File: src/rtl/bcd_conv_sched.sv
// Shared round-robin binary-to-BCD (double-dabble) converter for the countdown displays.
// Build option: define LEADING_ZERO_BLANK_EN to blank leading zero digits with code 4'hF.

// Handshake properties for the converter outputs, kept apart from the datapath.
module bcd_conv_sched_chk #(
    parameter int N_REQ = 2
) (
    input  logic             clk,
    input  logic             rst_n,
    input  logic [N_REQ-1:0] gnt,
    input  logic             busy,
    input  logic             done
);

    a_gnt_onehot: assert property (@(posedge clk) disable iff (!rst_n) $onehot0(gnt));
    a_gnt_busy:   assert property (@(posedge clk) disable iff (!rst_n) (|gnt) |-> busy);
    a_done_busy:  assert property (@(posedge clk) disable iff (!rst_n) done |-> busy);
    a_done_pulse: assert property (@(posedge clk) disable iff (!rst_n) done |=> !done);
    a_gnt_pulse:  assert property (@(posedge clk) disable iff (!rst_n) (|gnt) |=> (gnt == {N_REQ{1'b0}}));

endmodule

module bcd_conv_sched #(
    parameter int N_REQ = 2,
    parameter int ID_W  = 2
) (
    input  logic                 clk,
    input  logic                 rst_n,
    input  logic [N_REQ-1:0]     req,
    input  logic [8*N_REQ-1:0]   req_data,
    output logic [N_REQ-1:0]     gnt,
    output logic                 busy,
    output logic                 done,
    output logic [ID_W-1:0]      done_id,
    output logic [3:0]           hundreds,
    output logic [3:0]           tens,
    output logic [3:0]           units
);

    typedef enum logic [2:0] {
        ST_IDLE  = 3'd0,
        ST_LOAD  = 3'd1,
        ST_SHIFT = 3'd2,
        ST_DONE  = 3'd3
    } state_t;

`ifdef LEADING_ZERO_BLANK_EN
    localparam logic [3:0] HUN_RST = 4'hF;
    localparam logic [3:0] TEN_RST = 4'hF;
`else
    localparam logic [3:0] HUN_RST = 4'h0;
    localparam logic [3:0] TEN_RST = 4'h0;
`endif

    state_t           state_r;
    logic [ID_W-1:0]  winner_r;
    logic [ID_W-1:0]  last_r;
    logic [ID_W-1:0]  done_id_r;
    logic [N_REQ-1:0] gnt_r;
    logic             busy_r;
    logic             done_r;
    logic [3:0]       hun_r;
    logic [3:0]       ten_r;
    logic [3:0]       uni_r;
    logic [19:0]      sr_r;
    logic [2:0]       cnt_r;

    logic             any_req_s;
    logic [ID_W-1:0]  winner_s;
    logic [N_REQ-1:0] gnt_nxt_s;
    int               best_dist_s;
    int               dist_s;
    logic [7:0]       op_sel_s;
    logic [19:0]      sr_adj_s;
    logic [19:0]      sr_nxt_s;
    logic [3:0]       hun_raw_s;
    logic [3:0]       ten_raw_s;
    logic [3:0]       uni_raw_s;
    logic [3:0]       hun_s;
    logic [3:0]       ten_s;

    function automatic logic [3:0] add3(input logic [3:0] nib);
        if (nib > 4'd4) begin
            return nib + 4'd3;
        end else begin
            return nib;
        end
    endfunction

    // Round-robin pick: requester with the smallest circular distance past the last one served.
    always_comb begin
        any_req_s   = |req;
        winner_s    = last_r;
        best_dist_s = N_REQ;
        dist_s      = 0;
        for (int i = 0; i < N_REQ; i++) begin
            dist_s = (i + N_REQ - 1 - int'(last_r)) % N_REQ;
            if (req[i] && (dist_s < best_dist_s)) begin
                best_dist_s = dist_s;
                winner_s    = ID_W'(i);
            end else begin
                best_dist_s = best_dist_s;
            end
        end
    end

    // Grant vector for the pending winner and operand mux for the registered winner.
    always_comb begin
        gnt_nxt_s = {N_REQ{1'b0}};
        op_sel_s  = 8'd0;
        for (int i = 0; i < N_REQ; i++) begin
            if (winner_s == ID_W'(i)) begin
                gnt_nxt_s[i] = 1'b1;
            end else begin
                gnt_nxt_s[i] = 1'b0;
            end
            if (winner_r == ID_W'(i)) begin
                op_sel_s = req_data[8*i +: 8];
            end else begin
                op_sel_s = op_sel_s;
            end
        end
    end

    // One double-dabble step on {hundreds,tens,units,operand}; nibble tests use pre-add values.
    always_comb begin
        sr_adj_s  = {add3(sr_r[19:16]), add3(sr_r[15:12]), add3(sr_r[11:8]), sr_r[7:0]};
        sr_nxt_s  = sr_adj_s << 5'd1;
        hun_raw_s = sr_nxt_s[19:16];
        ten_raw_s = sr_nxt_s[15:12];
        uni_raw_s = sr_nxt_s[11:8];
`ifdef LEADING_ZERO_BLANK_EN
        if (hun_raw_s == 4'd0) begin
            hun_s = 4'hF;
        end else begin
            hun_s = hun_raw_s;
        end
        if ((hun_raw_s == 4'd0) && (ten_raw_s == 4'd0)) begin
            ten_s = 4'hF;
        end else begin
            ten_s = ten_raw_s;
        end
`else
        hun_s = hun_raw_s;
        ten_s = ten_raw_s;
`endif
    end

    // Control FSM; every handshake and digit output is driven from a register.
    always_ff @(posedge clk or negedge rst_n) begin
        if (!rst_n) begin
            state_r   <= ST_IDLE;
            winner_r  <= {ID_W{1'b0}};
            last_r    <= ID_W'(N_REQ - 1);
            gnt_r     <= {N_REQ{1'b0}};
            busy_r    <= 1'b0;
            done_r    <= 1'b0;
            done_id_r <= {ID_W{1'b0}};
            hun_r     <= HUN_RST;
            ten_r     <= TEN_RST;
            uni_r     <= 4'd0;
            sr_r      <= 20'd0;
            cnt_r     <= 3'd0;
        end else begin
            case (state_r)
                ST_IDLE: begin
                    done_r <= 1'b0;
                    if (any_req_s) begin
                        winner_r <= winner_s;
                        gnt_r    <= gnt_nxt_s;
                        busy_r   <= 1'b1;
                        state_r  <= ST_LOAD;
                    end else begin
                        gnt_r    <= {N_REQ{1'b0}};
                        busy_r   <= 1'b0;
                        state_r  <= ST_IDLE;
                    end
                end
                ST_LOAD: begin
                    sr_r    <= {12'd0, op_sel_s};
                    cnt_r   <= 3'd0;
                    last_r  <= winner_r;
                    gnt_r   <= {N_REQ{1'b0}};
                    state_r <= ST_SHIFT;
                end
                ST_SHIFT: begin
                    sr_r  <= sr_nxt_s;
                    cnt_r <= cnt_r + 3'd1;
                    if (cnt_r == 3'd7) begin
                        state_r   <= ST_DONE;
                        done_r    <= 1'b1;
                        done_id_r <= winner_r;
                        hun_r     <= hun_s;
                        ten_r     <= ten_s;
                        uni_r     <= uni_raw_s;
                    end else begin
                        state_r   <= ST_SHIFT;
                    end
                end
                ST_DONE: begin
                    done_r  <= 1'b0;
                    busy_r  <= 1'b0;
                    state_r <= ST_IDLE;
                end
                default: begin
                    state_r <= ST_IDLE;
                    gnt_r   <= {N_REQ{1'b0}};
                    busy_r  <= 1'b0;
                    done_r  <= 1'b0;
                end
            endcase
        end
    end

    assign gnt      = gnt_r;
    assign busy     = busy_r;
    assign done     = done_r;
    assign done_id  = done_id_r;
    assign hundreds = hun_r;
    assign tens     = ten_r;
    assign units    = uni_r;

    bcd_conv_sched_chk #(.N_REQ(N_REQ)) u_chk (
        .clk   (clk),
        .rst_n (rst_n),
        .gnt   (gnt_r),
        .busy  (busy_r),
        .done  (done_r)
    );

endmodule

File: config.mk
export PLATFORM = sky130hd
export DESIGN_NAME = bcd_conv_sched
export DESIGN_NICKNAME = d
export VERILOG_FILES = /design/src/rtl/bcd_conv_sched.sv
export SDC_FILE = /design/constraint.sdc
export NUM_CORES = 1
export LEC_CHECK = 0
export ABC_AREA = 1
export CORE_MARGIN = 5
export CORE_UTILIZATION = 40
export DETAILED_ROUTE_END_ITERATION = 8
export PLACE_DENSITY_LB_ADDON = 0.12
export SYNTH_ARGS = -nofsm -noshare
export SYNTH_HDL_FRONTEND = slang
export SYNTH_SLANG_ARGS = --single-unit
export TNS_END_PERCENT = 1
File: constraint.sdc
create_clock -name clk -period 4.45 [get_ports clk]
set_input_delay 1.1125 -clock clk [delete_from_list [all_inputs] [get_ports clk]]
set_output_delay 1.1125 -clock clk [all_outputs]
set_load 0.01 [all_outputs]
==> results.sh <==
export IMPL_synth_seq_cells=47
export IMPL_cts_resized=0
export IMPL_cpMaxStageDelayCell="clkdlybuf4s50_1"
export IMPL_fmax_mhz=422.7
export IMPL_start_util=0.4047
export IMPL_status="finished, final reports clean"
export IMPL_hold_path_class="reg2reg"
export IMPL_cts_setup_buffers=0
export IMPL_maxCapViolations=0
export IMPL_grt_ovfl_total=0
export IMPL_critPathKind="in2reg"
export IMPL_power_density_mw_per_mm2=598.4
export IMPL_cp_end_kind="flip-flop"
export IMPL_post_drt_wl_per_cell_um=12.52
export IMPL_finalSetupViolations=0
export IMPL_finalClockSkew_ps=5.307
export IMPL_rows=28
export IMPL_ir_worst_vdd_uv=257.3
export IMPL_die_area_sq_mm=0.007518
export IMPL_die_w_um=86.71
export IMPL_synth_top_family_by_area="compound AO/OA/AOI/OAI gates"
export IMPL_required_ps=4640
export IMPL_portBuffers=37
export IMPL_cpMostUsedCell="nand2_1"
export IMPL_cts_root_buffer="clkbuf_8"
export IMPL_via_per_inst=4.840
export IMPL_tns_ps=0
export IMPL_holdWs_ps=486.6
export IMPL_clock_latency_ps=290
export IMPL_syn2layout_area_growth_pct=22.75
export IMPL_path_cells="clkdlybuf4s50_1, inv_1, a21oi_1, ha_1, nand2_1, nand2_1, nand2_1, nand2_1, nand2_1, nand2_1, o21a_1"
export IMPL_crit_path_start_kind="input port"
export IMPL_ant_nets=0
export IMPL_yosys_top_cells_count="59 x nand2_1, 46 x dfrtp_1, 32 x inv_1"
export IMPL_dp_cells=361
export IMPL_rsz0062_at_grt="no"
export IMPL_grt_pass1_wl_um=8562
export IMPL_synthAdderAreaFrac=0.06911
export IMPL_synth_xor_area_frac=0.01861
export IMPL_clk_path_buf_depth=2
export IMPL_final_cells=369
export IMPL_cts_sinks=47
export IMPL_drc_errors=0
export IMPL_max_stage_delay_ps=540
export IMPL_ios=38
export IMPL_synth_nets=292
export IMPL_drive_gt1_frac=0.07143
export IMPL_diodes=0
export IMPL_cp_arrival_ps=2560
export IMPL_report_final_slew_viol_count=0
export IMPL_path_delay_family="buffers and inverters"
export IMPL_path_clk_slew_ps=80
export IMPL_yosysSeqAreaShare=0.5003
export IMPL_drt_wl_total_um=4620
export IMPL_async_flop_share=1.000
export IMPL_ys_types=26
export IMPL_tightest_slew_ps=1016
export IMPL_avgSynthCellArea_sq_um=9.087
export IMPL_finalCritPeriodShare=0.5316
export IMPL_synth_largest_area_cell="dfrtp_1"
export IMPL_numCtsBuffers=5
export IMPL_yosysMostFrequentCell="nand2_1"
export IMPL_final_nets=326
export IMPL_slew_headroom=0.3224
export IMPL_synth_edf_count=0
export IMPL_synth_compound_area_frac=0.1643
export IMPL_core_sq_mm=0.005816
export IMPL_yosysWarnings=0
export IMPL_cts_tree="yes"
export IMPL_critPathMaxFanout=5
export IMPL_first_global_vias=1838
export IMPL_synth_top_area_share=0.4891
export IMPL_die_h_um=86.71
export IMPL_drt_iter0_drc=50
export IMPL_hpwl_um=3336
export IMPL_hold_violations=0
export IMPL_synth_area_sq_mm=0.002354
export IMPL_grt_max_degree=48
export IMPL_dr_pass1_iters=6
export IMPL_cts_hold_buf=0
export IMPL_syn_inst=259
export IMPL_power_leakage_uw=0.001347
export IMPL_place_gp_congestion=0.7683
export IMPL_synth_top_cells_by_area="dfrtp_1 49%, nand2_1 9.4%, ha_1 6.9%, nand3_1 6.0%, o21ai_0 5.3%"
export IMPL_synthMuxAreaShare=0
export IMPL_synth_simple_gate_area_frac=0.1637
export IMPL_synth_flop_cell="dfrtp_1"
export IMPL_nFillCells=594
export IMPL_track_usage=0.1401
export IMPL_grt_antenna_before_repair=0
export IMPL_vias=1786
export IMPL_fin_crit_ps=2365
export IMPL_h_tree_depth=2
export IMPL_cp_num_buf_inv=2
cells by family after synthesis:
kind of cell | count (synthesis)
and+or+nand+nor | 92
AOI/OAI and AO/OA | 56
adders and majority gates | 13
buffers and inverters | 46
DFF | 47
xor gates and xnor gates | 5
layer usage:
metal,global-route usage,routed length [um]
met5,0,0
met4,0.03824,59
met3,0.03137,225
met2,0.2295,2071
met1,0.1870,2264
placed cells by master, fill, tap and decap left out:
cell type / count
clkinv_1: 2
inv_4: 1
buf_2: 1
o211ai_2: 5
buf_4: 1
clkdlybuf4s50_1: 36
clkbuf_8: 5
or2_2: 1
nand3_1: 28
inv_1: 32
bufinv_16: 2
o21ai_4: 2
o221ai_2: 2
o21bai_1: 1
o211ai_1: 2
o22ai_1: 13
nand2_1: 59
nor2_1: 3
o21ai_0: 25
xor2_1: 5
ha_1: 13
o21a_1: 1
o21ai_1: 2
or2_0: 1
clkbuf_1: 1
a21oi_1: 3
dfrtp_1: 46
dfstp_2: 1
through the flow:
stage / instance area (sq um) / util / setup slack, ps / power (uW)
after detailed placement: 2756 / 0.4740 / 1767 / 1390
after global routing: 2889 / 0.4968 / 2007 / 1889
final: 2889 / 0.4968 / 2085 / 1729
after global placement: 2756 / 0.4740 / 1812 / 1381
after floorplan: 2354 / - / 2440 / 1172
after CTS: 2889 / 0.4968 / 2086 / 1760
layout make-up:
type                       count  area, sq um  share of cell area
timing repair buffer          38        372.9              0.1291
clock inverter                 2        60.06             0.02079
multi-input combinational    166        978.4              0.3387
inverter                      35        133.9             0.04634
sequential                    47         1177              0.4075
clock buffer                   6        72.57             0.02512
tap                           75        93.84             0.03248
registers in the layout (all words and copies together), names as in the netlist:
name / flops
gnt: 2
last_r: 2
cnt_r: 3
tens: 4
winner_r: 2
done: 1
hundreds: 4
units: 4
state_r: 2
sr_r: 20
done_id: 2
busy: 1
path summary, 6_finish.rpt:
| path | start | end | slack, ps | cells after the start |
|---|---|---|---|---|
| min in group asynchronous | rst_n | tens[2]$_DFFE_PN0P_ | 980 | 1 |
| max reg2reg | state_r[1]$_DFF_PN0_ | sr_r[0]$_DFFE_PN0P_ | 2270 | 6 |
| max | req[0] | winner_r[1]$_DFFE_PN0P_ | 2080 | 11 |
| min reg2reg | tens[2]$_DFFE_PN0P_ | tens[2]$_DFFE_PN0P_ | 490 | 2 |
| min | tens[2]$_DFFE_PN0P_ | tens[2]$_DFFE_PN0P_ | 490 | 2 |
| max in group asynchronous | rst_n | hundreds[3]$_DFFE_PN0P_ | 2830 | 1 |
worst register-to-register path, delay by kind of cell, from the launching register on:
kind	cells	cell delay, ps
simple gates	1	550
buf+inv	3	480
flops	1	410
fa+ha+maj	1	390
compound gates	1	190
where the power goes:
part	total, uW	leakage, uW	switching [uW]	internal (uW)
Combinational	735	0.000675	445	291
Sequential	632	0.000607	80.1	552
Clock	361	0.0000654	137	224
Total	1730	0.00135	662	1070
(Power assumes the default switching activity.)
